File: config.mk
export PLATFORM = sky130hd
export DESIGN_NAME = fwrisc_operand_fetch
export DESIGN_NICKNAME = d
export VERILOG_FILES = /design/src/rtl/fwrisc_operand_fetch.sv
export SDC_FILE = /design/constraint.sdc
export NUM_CORES = 1
export LEC_CHECK = 0
export BUFFER_PORTS_ARGS = -buffer_cell sky130_fd_sc_hd__clkbuf_2
export CAP_MARGIN = 20
export CORE_ASPECT_RATIO = 0.8
export CORE_MARGIN = 4
export CORE_UTILIZATION = 52
export CTS_BUF_LIST = sky130_fd_sc_hd__clkbuf_8 sky130_fd_sc_hd__clkbuf_16
export DETAILED_ROUTE_END_ITERATION = 10
export PLACE_DENSITY = 0.93
export SLEW_MARGIN = 20
export SYNTH_ARGS = -nofsm -noshare
export SYNTH_HDL_FRONTEND = slang
export SYNTH_SLANG_ARGS = --single-unit
File: constraint.sdc
create_clock -name clock -period 5 [get_ports clock]
set_input_delay 1.5 -clock clock [delete_from_list [all_inputs] [get_ports clock]]
set_output_delay 1.5 -clock clock [all_outputs]
set_load 0.02 [all_outputs]
File: src/rtl/fwrisc_operand_fetch.sv
// rtl/fwrisc_operand_fetch.sv - operand fetch stage with regfile read and write-port bypass
module fwrisc_operand_fetch #(
  parameter int unsigned BYPASS_EN = 1
) (
  input  logic        clock,
  input  logic        reset,
  input  logic        req_valid,
  output logic        req_ready,
  input  logic [5:0]  req_ra,
  input  logic [5:0]  req_rb,
  output logic [5:0]  ra_raddr,
  output logic [5:0]  rb_raddr,
  input  logic [31:0] ra_rdata,
  input  logic [31:0] rb_rdata,
  input  logic [5:0]  wb_waddr,
  input  logic [31:0] wb_wdata,
  input  logic        wb_wen,
  output logic        op_valid,
  input  logic        op_ready,
  output logic [31:0] op_a,
  output logic [31:0] op_b
);

  localparam logic [1:0] ST_IDLE  = 2'd0;
  localparam logic [1:0] ST_READ  = 2'd1;
  localparam logic [1:0] ST_VALID = 2'd2;

  logic [1:0] state;
  logic [1:0] state_nxt;
  logic [5:0] addr_a;
  logic [5:0] addr_b;
  logic       accept;
  logic       snoop_a;
  logic       snoop_b;

  // A write hits a latched operand address; r0 is never bypassed since it reads as zero.
  assign snoop_a = (BYPASS_EN != 0) && wb_wen && (wb_waddr == addr_a) && (addr_a != 6'd0);
  assign snoop_b = (BYPASS_EN != 0) && wb_wen && (wb_waddr == addr_b) && (addr_b != 6'd0);

  // Ready when idle, or when the held operands are being consumed this cycle.
  assign req_ready = (state == ST_IDLE) || ((state == ST_VALID) && op_ready);
  assign accept    = req_valid && req_ready;
  assign op_valid  = (state == ST_VALID);

  // Present the new request address straight to the regfile so data arrives in READ.
  assign ra_raddr = req_ready ? req_ra : addr_a;
  assign rb_raddr = req_ready ? req_rb : addr_b;

  // Choose the value captured at the end of READ for one port.
  function automatic logic [31:0] load_operand(
    input logic [5:0]  addr,
    input logic        hit,
    input logic [31:0] rdata,
    input logic [31:0] wdata
  );
    if (addr == 6'd0) begin
      return 32'd0;
    end else if (hit) begin
      return wdata;
    end else begin
      return rdata;
    end
  endfunction

  // Next-state selection: READ is always a single cycle.
  always_comb begin
    state_nxt = state;
    case (state)
      ST_IDLE:  if (accept) state_nxt = ST_READ;
      ST_READ:  state_nxt = ST_VALID;
      ST_VALID: if (op_ready) state_nxt = req_valid ? ST_READ : ST_IDLE;
      default:  state_nxt = ST_IDLE;
    endcase
  end

  // State register.
  always_ff @(posedge clock or posedge reset) begin
    if (reset) begin
      state <= ST_IDLE;
    end else begin
      state <= state_nxt;
    end
  end

  // Latch source addresses when a request is accepted.
  always_ff @(posedge clock or posedge reset) begin
    if (reset) begin
      addr_a <= 6'd0;
      addr_b <= 6'd0;
    end else if (accept) begin
      addr_a <= req_ra;
      addr_b <= req_rb;
    end
  end

  // Capture operands leaving READ, then keep them coherent with later writes while held.
  always_ff @(posedge clock or posedge reset) begin
    if (reset) begin
      op_a <= 32'd0;
      op_b <= 32'd0;
    end else if (state == ST_READ) begin
      op_a <= load_operand(addr_a, snoop_a, ra_rdata, wb_wdata);
      op_b <= load_operand(addr_b, snoop_b, rb_rdata, wb_wdata);
    end else if (state == ST_VALID) begin
      if (snoop_a) op_a <= wb_wdata;
      if (snoop_b) op_b <= wb_wdata;
    end
  end

endmodule

# Word-level counts from Yosys, hierarchy flattened
# Cells that the tools add are included.
[totals] ff_bits=78 inputBits=119
[op_classes] n_eq_ne=6 mux=16 reduce_logical=18
[ops] operator="$mux W32" count=10
[ops] operator="$eq A6 B6 Y1" count=2
[ops] operator="$logic_not A6 Y1" count=2
[ops] operator="$mux W6" count=2
[ops] operator="$reduce_bool A6 Y1" count=2
[ops] operator="$logic_and A1 B1 Y1" count=6
[ops] operator="$pmux W2 S3" count=1
[ops] operator="$reduce_and A2 Y1" count=3
[ops] operator="$reduce_bool A2 Y1" count=3
[ops] operator="$mux W2" count=2
[ops] operator="$eq A2 B1 Y1 const B" count=1
[ops] operator="$eq A2 B2 Y1 const B" count=1
[ops] operator="$logic_not A2 Y1" count=1
[ops] operator="$ne A2 B1 Y1 const B" count=1
[ops] operator="$ne A2 B2 Y1 const B" count=1
[ops] operator="$logic_or A1 B1 Y1" count=1
[ops] operator="$mux W1" count=1

# Depth between registers and ports, before layout
# Gate-level depths: netlist of the first run.
[logic_depth] depth_word=6 ltp_mapped=8

# Worst setup path before layout of the first run
# OpenSTA, ideal clock, no wires.
[synth_timing] path_type="input port to output port" from="in op_ready" to="out ra_raddr[1]" t_arrival_ns=2.395 required_time_ns=3.500 slack_ns=1.105 cell_stages=5 n_path_buf=1 cell_sequence="a21oi_1 > inv_1 > clkbuf_1 > nand2_1 > nand2_1"
[synth_between] elab_chain_cells=3
[synth_rtl] element="start, declared" line_no="19" source="input logic op_ready,"
[synth_rtl] element="$logic_and A1 B1 Y1" line_no="41" source="assign req_ready = (state == ST_IDLE) || ((state == ST_VALID) && op_ready);"
[synth_rtl] element="$logic_or A1 B1 Y1" line_no="41"
[synth_rtl] element="named net req_ready" line_no="8" source="output logic req_ready,"
[synth_rtl] element="$mux W6" line_no="46" source="assign ra_raddr = req_ready ? req_ra : addr_a;"
[synth_rtl] element="end, declared" line_no="11" source="output logic [5:0] ra_raddr,"
# The timed path passes the listed nets, and every way through them passes these cells.

# Worst setup path after layout of the first run
[layout_timing] from="in op_ready" to="out ra_raddr[1]"
[layout_between] elab_chain_cells=3
[layout_rtl] element="$logic_and A1 B1 Y1" line_no="41"
[layout_rtl] element="$logic_or A1 B1 Y1" line_no="41"
[layout_rtl] element="$mux W6" line_no="46"
# No other way between the ends.

==> key figures, run 1 <==
Global routing
  – Global-route wire length before repair: 23.9 mm
  – Congestion Overflow GR: 0
  – Initial antenna violation count: 0
  – Vias in the first global route: 4908
  – Largest net degree at the start of global routing: 45
  – Tot GR Track Use: 28.4%

Finish
  – Final instance area: 5720 um2
  – FF/Latch Area: 1950 um2
  – Finished Layout Cells: 800
  – NumNets Final: 811
  – Multi-input gate area: 2340 um2
  – Area Overhead vs Synth: 27.9%
  – Fill cells: 645
  – ANT cells: 0
  – Share of cells above drive strength 1: 35.8%

Detailed routing
  – WL met2: 7.14 mm
  – Drt wl/cell: 18.5 um
  – 1st-iter DRT viols: 514
  – Vias per cell: 6.20
  – Total wire length: 14.8 mm
  – Metal-1 WL: 5.82 mm
  – DRC: 0
  – First-pass DRT Iterations: 5
  – Met3 routed WL: 1.62 mm
  – Vias: 4958
  – Max layer used: met4
  – Post-route ant nets: 0

Timing
  – Fin crit share: 80.6%
  – Worst Clk Skew: 0.0109 ns
  – Actual slew at the worst max-slew pin: 1.02 ns
  – Min cycle time layout: 4.03 ns
  – Final slew viol count: 0
  – # setup viols final: 0
  – Worst relative slew slack: 32.1%
  – RSZ-0062 raised after global routing: false
  – Fmax: 248 MHz
  – Setup tns final: 0 ns
  – Final Hold Vio Count: 0

Critical path
  – WP data required: 3.50 ns
  – Critical Path Start Type: input port
  – Beginning of the critical path: op_ready
  – Crit path to: ra_raddr[1]
  – FF-to-FF setup slack: 1.78 ns
  – Delay-heaviest family, CP: buffers and inverters
  – Crit-path cells: clkbuf_2, a21oi_1, buf_4, inv_1, nand2_1, nand2_1, clkbuf_2
  – R2R Path End: op_b[4]$_DFFE_PP0P_
  – Reg2Reg Depth: 7
  – Setup crit end kind: primary output
  – Worst-path maximum fanout: 14
  – Worst Setup Path Type: input port to primary output
  – Path length in cells of the critical path: 7
  – Worst r2r src: state[0]$_DFFE_PP0P_
  – Max incr delay on CP: 0.33 ns
  – WP data arrival: 2.53 ns
  – Slowest-stage cell, CP: inv_1
  – Bufs and invs on worst path: 4

Clock network
  – # resized after CTS: 0
  – Root Buffer: clkbuf_8
  – Number of hold buffers added after CTS: 0
  – Sink Count: 78
  – Clock Latency Late Sink: 0.35 ns
  – Num CTS Buffers: 9
  – CTS tree: done
  – H-tree Lvls: 3
  – Clk slew on worst S/H paths: 0.07 ns
  – Longest Clk Path Bufs: 2
  – Setup bufs post-CTS: 0

Floorplanning
  – Core Area: 8160 um2
  – Full die area: 10200 um2
  – Row count: 29
  – Initial core utilization: 54.8%
  – I/O pin count: 197
  – Die W: 112 um
  – Chip height: 91.0 um

Worst hold path
  – Worst hold path type: register to register
  – Hold Path Origin: op_a[0]$_DFFE_PP0P_

Synth
  – Synthesized area per cell: 8.64 um2
  – Async S/R FF share, synth: 100%
  – Main synth FF type: dfrtp_1
  – Yosys warns: 0
  – Synthesis-stage register bit count: 78
  – Number of synthesized flops with an enable pin: 0
  – Synth Cell Area: 4470 um2
  – Total nets after synthesis: 642
  – Register area share after synthesis: 43.6%
  – Distinct cell type count after synthesis: 26
  – Syn Inst Count: 518

Placed design
  – HPWL Detailed: 10.8 mm
  – Placer Congestion: 0.888
  – Post-Place Cells: 784
  – IO buf count: 196
  – Placement Cell Area: 5520 um2

Power
  – Pwr dens: 651 nW/um2
  – Leakage: 2.69 nW
  – Worst ir drop on vdd: 0.471 mV

Flow run
  – Max-cap violation count: 0

Outcome
  – Status: complete, no violations
==> state kept, by name (all words and copies together), names as in the netlist <==
signal / flops
addr_a: 6
state: 2
addr_b: 6
op_a: 32
op_b: 32
==> how the worst min path moves through the flow <==
| stage | endpoint | slack (ns) | cells after the start |
|---|---|---|---|
| after floorplan | state[1]$_DFFE_PP0P_ | 0.53 | 1 |
| after global placement | op_b[0]$_DFFE_PP0P_ | 0.54 | 2 |
| after detailed placement | op_b[0]$_DFFE_PP0P_ | 0.56 | 2 |
| after CTS | op_b[0]$_DFFE_PP0P_ | 0.57 | 2 |
| after global routing | op_b[10]$_DFFE_PP0P_ | 0.61 | 2 |
| final | op_a[0]$_DFFE_PP0P_ | 0.57 | 2 |
==> placed cells by master, fill, tap and decap left out, types with 2 or more instances in the layout <==
| cell | n |
|---|---|
| o221ai_1 | 62 |
| o211ai_1 | 2 |
| clkbuf_2 | 196 |
| or4_1 | 62 |
| nand4_2 | 2 |
| a21oi_1 | 3 |
| nor4_4 | 2 |
| mux2_2 | 13 |
| nor2_2 | 2 |
| nand2_1 | 194 |
| o2111ai_1 | 2 |
| dfrtp_1 | 78 |
| nor2_1 | 2 |
| buf_4 | 12 |
| or2_2 | 2 |
| xnor2_1 | 12 |
| clkbuf_8 | 10 |
| and2_1 | 4 |
| nor4_1 | 2 |
| o22ai_1 | 2 |
| o41ai_1 | 2 |
| inv_1 | 8 |
| ha_1 | 5 |
==> cell families after synthesis <==
family	share of synthesized area, %
xor gates and xnor gates	2.35
buffers and inverters	5.01
and+or+nand+nor	29.8
DFF	43.6
AOI/OAI and AO/OA	14.3
adders and majority gates	1.40
muxes	3.50
==> worst reg2reg max path: stages (launching register included) <==
cell and delay [ns]:
dfrtp_1 0.42, inv_1 0.11, ha_1 0.67, nand2_2 0.54, a21oi_2 0.73, buf_4 0.36, nand2_1 0.08, o221ai_1 0.21
==> metrics by stage <==
stage / util, % / hold WS (ns) / power, W / worst slack, ns
3_3_place_gp: 67.6 / 0.544 / 0.00316 / 1.02
5_1_grt: 70.1 / 0.612 / 0.00397 / 0.838
3_5_place_dp: 67.6 / 0.558 / 0.00324 / 0.921
2_1_floorplan: - / 0.533 / 0.00253 / 1.11
4_1_cts: 70.1 / 0.575 / 0.00373 / 0.967
6_report: 70.1 / 0.575 / 0.00373 / 0.971
==> cell usage after synthesis, drive strengths merged, types with 2 or more instances <==
cell type | number | share of area [%]
nand2 | 195 | 16
dfrtp | 78 | 44
o221ai | 62 | 12
or4 | 62 | 10
clkbuf | 42 | 3.5
mux2 | 13 | 3.3
xnor2 | 12 | 2.3
buf | 8 | 0.90
inv | 7 | 0.59
a21oi | 5 | 0.56
ha | 5 | 1.4
and2 | 4 | 0.56
nor2 | 4 | 0.34
nor4 | 4 | 0.84
nand3 | 2 | 0.34
nand4 | 2 | 0.56
o2111ai | 2 | 0.39
o211ai | 2 | 0.34
o22ai | 2 | 0.28
o41ai | 2 | 0.39
or2 | 2 | 0.28
==> where the power goes <==
| part | total (W) | leakage, nW | switching [W] | internal [W] |
|---|---|---|---|---|
| logic | 0.00206 | 1.63 | 0.00134 | 0.000724 |
| registers | 0.00118 | 0.952 | 0.000231 | 0.000949 |
| clock network | 0.000488 | 0.105 | 0.000244 | 0.000244 |
| total | 0.00373 | 2.69 | 0.00181 | 0.00192 |
==> metal layers <==
| layer | GRT usage, % | up-vias |
|---|---|---|
| met2 | 48.2 | 373 |
| met1 | 37.2 | 2324 |
| li1 | - | 2227 |
| met5 | 0 | - |
| met4 | 8.41 | 0 |
| met3 | 5.58 | 34 |
==> area by class of cell <==
type / instances / share of cell area, %
inverters: 7 / 0.481
repair buffers: 208 / 18.7
clock inverters: 6 / 1.09
flip-flops and latches: 78 / 34.1
clock buffers: 10 / 2.40
multi-input cells: 383 / 40.8
well taps: 108 / 2.36
Power figures use the tool's default switching activity.
==> run 2, diff against run 1 <==
--- a/config.mk
+++ b/config.mk
@@ -5,14 +5,15 @@
 export SDC_FILE = /design/constraint.sdc
 export NUM_CORES = 1
 export LEC_CHECK = 0
+export ABC_AREA = 1
 export BUFFER_PORTS_ARGS = -buffer_cell sky130_fd_sc_hd__clkbuf_2
 export CAP_MARGIN = 20
 export CORE_ASPECT_RATIO = 0.8
 export CORE_MARGIN = 4
-export CORE_UTILIZATION = 52
+export CORE_UTILIZATION = 50
 export CTS_BUF_LIST = sky130_fd_sc_hd__clkbuf_8 sky130_fd_sc_hd__clkbuf_16
 export DETAILED_ROUTE_END_ITERATION = 10
-export PLACE_DENSITY = 0.93
+export PLACE_DENSITY = 0.87
 export SLEW_MARGIN = 20
 export SYNTH_ARGS = -nofsm -noshare
 export SYNTH_HDL_FRONTEND = slang
==> constraint.sdc (replaced) <==
create_clock -name clock -period 4.25 [get_ports clock]
set_input_delay 1.275 -clock clock [delete_from_list [all_inputs] [get_ports clock]]
set_output_delay 1.275 -clock clock [all_outputs]
set_load 0.02 [all_outputs]
==> key figures, run 2 <==
Critical path
  – WP data arrival: 2.33 ns (-0.20 ns)
  – Setup crit end kind: primary output
  – WP data required: 2.97 ns (-0.53 ns)
  – Worst-path maximum fanout: 26 (+12)
  – Critical Path Start Type: input port
  – Worst Setup Path Type: input port to primary output

Detailed routing
  – Metal-1 WL: 6.31 mm (+8.5%)
  – 1st-iter DRT viols: 357 (-31%)
  – Max layer used: met4
  – Vias: 5606 (+13%)
  – Drt wl/cell: 12.1 um (-35%)
  – First-pass DRT Iterations: 5 (unchanged)
  – DRC: 0 (unchanged)
  – WL met2: 6.72 mm (-6.0%)
  – Met3 routed WL: 1.15 mm (-29%)
  – Vias per cell: 4.73 (-24%)
  – Post-route ant nets: 0 (unchanged)
  – Total wire length: 14.3 mm (-3.2%)

Floorplanning
  – Die W: 123 um (+10%)
  – Full die area: 12400 um2 (+22%)
  – Row count: 33 (+14%)
  – Core Area: 10300 um2 (+26%)
  – I/O pin count: 197 (unchanged)
  – Chip height: 100 um (+10%)
  – Initial core utilization: 51.5% (-3.3 points)

Synth
  – Synth area leader: dfrtp_1
  – Async S/R FF share, synth: 100% (unchanged)
  – Number of synthesized flops with an enable pin: 0 (unchanged)
  – Total nets after synthesis: 991 (+54%)
  – Syn Inst Count: 867 (+67%)
  – Synth top area share: 36.7% (-6.9 points)
  – Synthesis-stage register bit count: 78 (unchanged)
  – Most common cell in the netlist: nand2_1
  – Area contributors post-synth: dfrtp_1, nand2_1, nor2_1
  – Main synth FF type: dfrtp_1
  – Register area share after synthesis: 36.7% (-6.9 points)
  – Synth Cell Area: 5320 um2 (+19%)
  – Yosys warns: 0 (unchanged)
  – Distinct cell type count after synthesis: 23 (-12%)
  – Synth cell count leaders: nand2_1, nor2_1, inv_1
  – Synthesized area per cell: 6.13 um2 (-29%)

Clock network
  – Sink Count: 78 (unchanged)
  – H-tree Lvls: 3 (unchanged)
  – Clock Latency Late Sink: 0.34 ns (about the same)
  – # resized after CTS: 0 (unchanged)
  – CTS tree: done
  – Number of hold buffers added after CTS: 0 (unchanged)
  – Longest Clk Path Bufs: 2 (unchanged)
  – Clk slew on worst S/H paths: 0.06 ns (about the same)
  – Num CTS Buffers: 9 (unchanged)
  – Root Buffer: clkbuf_16
  – Setup bufs post-CTS: 0 (unchanged)

Timing
  – Worst relative slew slack: 28.2% (-3.9 points)
  – Final Hold Vio Count: 0 (unchanged)
  – Setup tns final: 0 ns (unchanged)
  – RSZ-0062 raised after global routing: false
  – Fin crit share: 84.9%
  – # setup viols final: 0 (unchanged)
  – Fmax: 277 MHz
  – Final slew viol count: 0 (unchanged)
  – Min cycle time layout: 3.61 ns
  – Worst Clk Skew: 0.00902 ns (-0.00190 ns)
  – Actual slew at the worst max-slew pin: 1.07 ns (+0.0520 ns)

Global routing
  – Vias in the first global route: 5116 (+4.2%)
  – Tot GR Track Use: 23.4% (-5.1 points)
  – Largest net degree at the start of global routing: 65 (+44%)
  – Initial antenna violation count: 0 (unchanged)
  – Global-route wire length before repair: 23.3 mm (-2.2%)
  – Congestion Overflow GR: 0 (unchanged)

Finish
  – NumNets Final: 1165 (+44%)
  – ANT cells: 0 (unchanged)
  – Fill cells: 993 (+54%)
  – Biggest regs: op_a: 32 flops, op_b: 32 flops
  – Leading cell types in the layout, fill and taps excluded: nand2_1, clkbuf_2, nor2_1
  – Share of cells above drive strength 1: 25.6% (-10 points)
  – Final core occ: 63.7% (-6.4 points)
  – Area Overhead vs Synth: 23.7%
  – Final instance area: 6580 um2 (+15%)
  – Commonest non-fill, non-tap cell in the layout: nand2_1
  – Finished Layout Cells: 1185 (+48%)

Placed design
  – Placer Congestion: 0.849 (-4.4%)
  – Placement Cell Area: 6240 um2 (+13%)
  – Post-Place Cells: 1170 (+49%)
  – HPWL Detailed: 10.2 mm (-5.4%)
  – IO buf count: 196 (unchanged)

Power
  – Total Power: 0.00469 W (+26%)
  – Worst ir drop on vdd: 0.384 mV (-18%)
  – Leakage: 4.38 nW (+63%)
  – Pwr dens: 713 nW/um2 (+9.4%)

Flow run
  – Max-cap violation count: 0 (unchanged)

Worst hold path
  – Worst hold path type: register to register

Outcome
  – Status: complete, no violations
## run 2: final timing paths
kind / start / endpoint / slack [ns] / depth (start not counted)
worst max-delay path: op_ready / ra_raddr[4] / 0.64 / 5
worst min-delay path: op_a[16]$_DFFE_PP0P_ / op_a[16]$_DFFE_PP0P_ / 0.48 / 2
worst max register to register: state[1]$_DFFE_PP0P_ / op_a[1]$_DFFE_PP0P_ / 1.60 / 9
worst min register to register: op_a[16]$_DFFE_PP0P_ / op_a[16]$_DFFE_PP0P_ / 0.48 / 2
max in group asynchronous: reset / op_a[6]$_DFFE_PP0P_ / 2.38 / 3
min in group asynchronous: reset / op_a[21]$_DFFE_PP0P_ / 1.08 / 2
## run 2: logic make-up (layout without fill, tap and decap cells)
logic type / count (synthesis) / after routing / synth area share [%]
and+or+nand+nor: 616 / 616 / 46.2
buffers and inverters: 130 / 308 / 12.2
DFF: 78 / 78 / 36.7
AOI/OAI and AO/OA: 37 / 37 / 3.55
adders and majority gates: 5 / 5 / 1.18
xor gates and xnor gates: 1 / 1 / 0.165
## run 2: critical path, cell delays in order
cell      delay (ns)
clkbuf_2        0.09
nand2_1         0.06
nand2_1         0.38
o21ai_0         0.32
clkbuf_2        0.21
## run 2: area by class of cell
class / instances / area, um2 / share of cell area, %
Clock buffer: 10 / 239 / 3.63
Sequential cell: 78 / 1950 / 29.7
Tap cell: 140 / 175 / 2.66
Inverter: 91 / 343 / 5.21
Timing Repair Buffer: 202 / 1050 / 15.9
Multi-Input combinational cell: 659 / 2720 / 41.4
Clock inverter: 5 / 98.8 / 1.50
## run 2: power by group
part,internal (W),switching (W),total [W]
registers,0.00109,0.000218,0.00131
logic,0.000788,0.00171,0.00250
clock network,0.000583,0.000300,0.000883
total,0.00246,0.00223,0.00469
## run 2: through the flow
| step | worst slack [ns] | hold WS (ns) |
|---|---|---|
| floorplan | 0.716 | 0.509 |
| global placement | 0.681 | 0.463 |
| detailed placement | 0.630 | 0.466 |
| CTS | 0.630 | 0.483 |
| global route | 0.477 | 0.493 |
| finish | 0.642 | 0.477 |
## run 2: routing by layer
layer	track usage, %	vias to the layer above
met2	39.7	214
met4	5.70	0
met5	0	-
li1	-	2880
met1	30.1	2499
met3	5.52	13
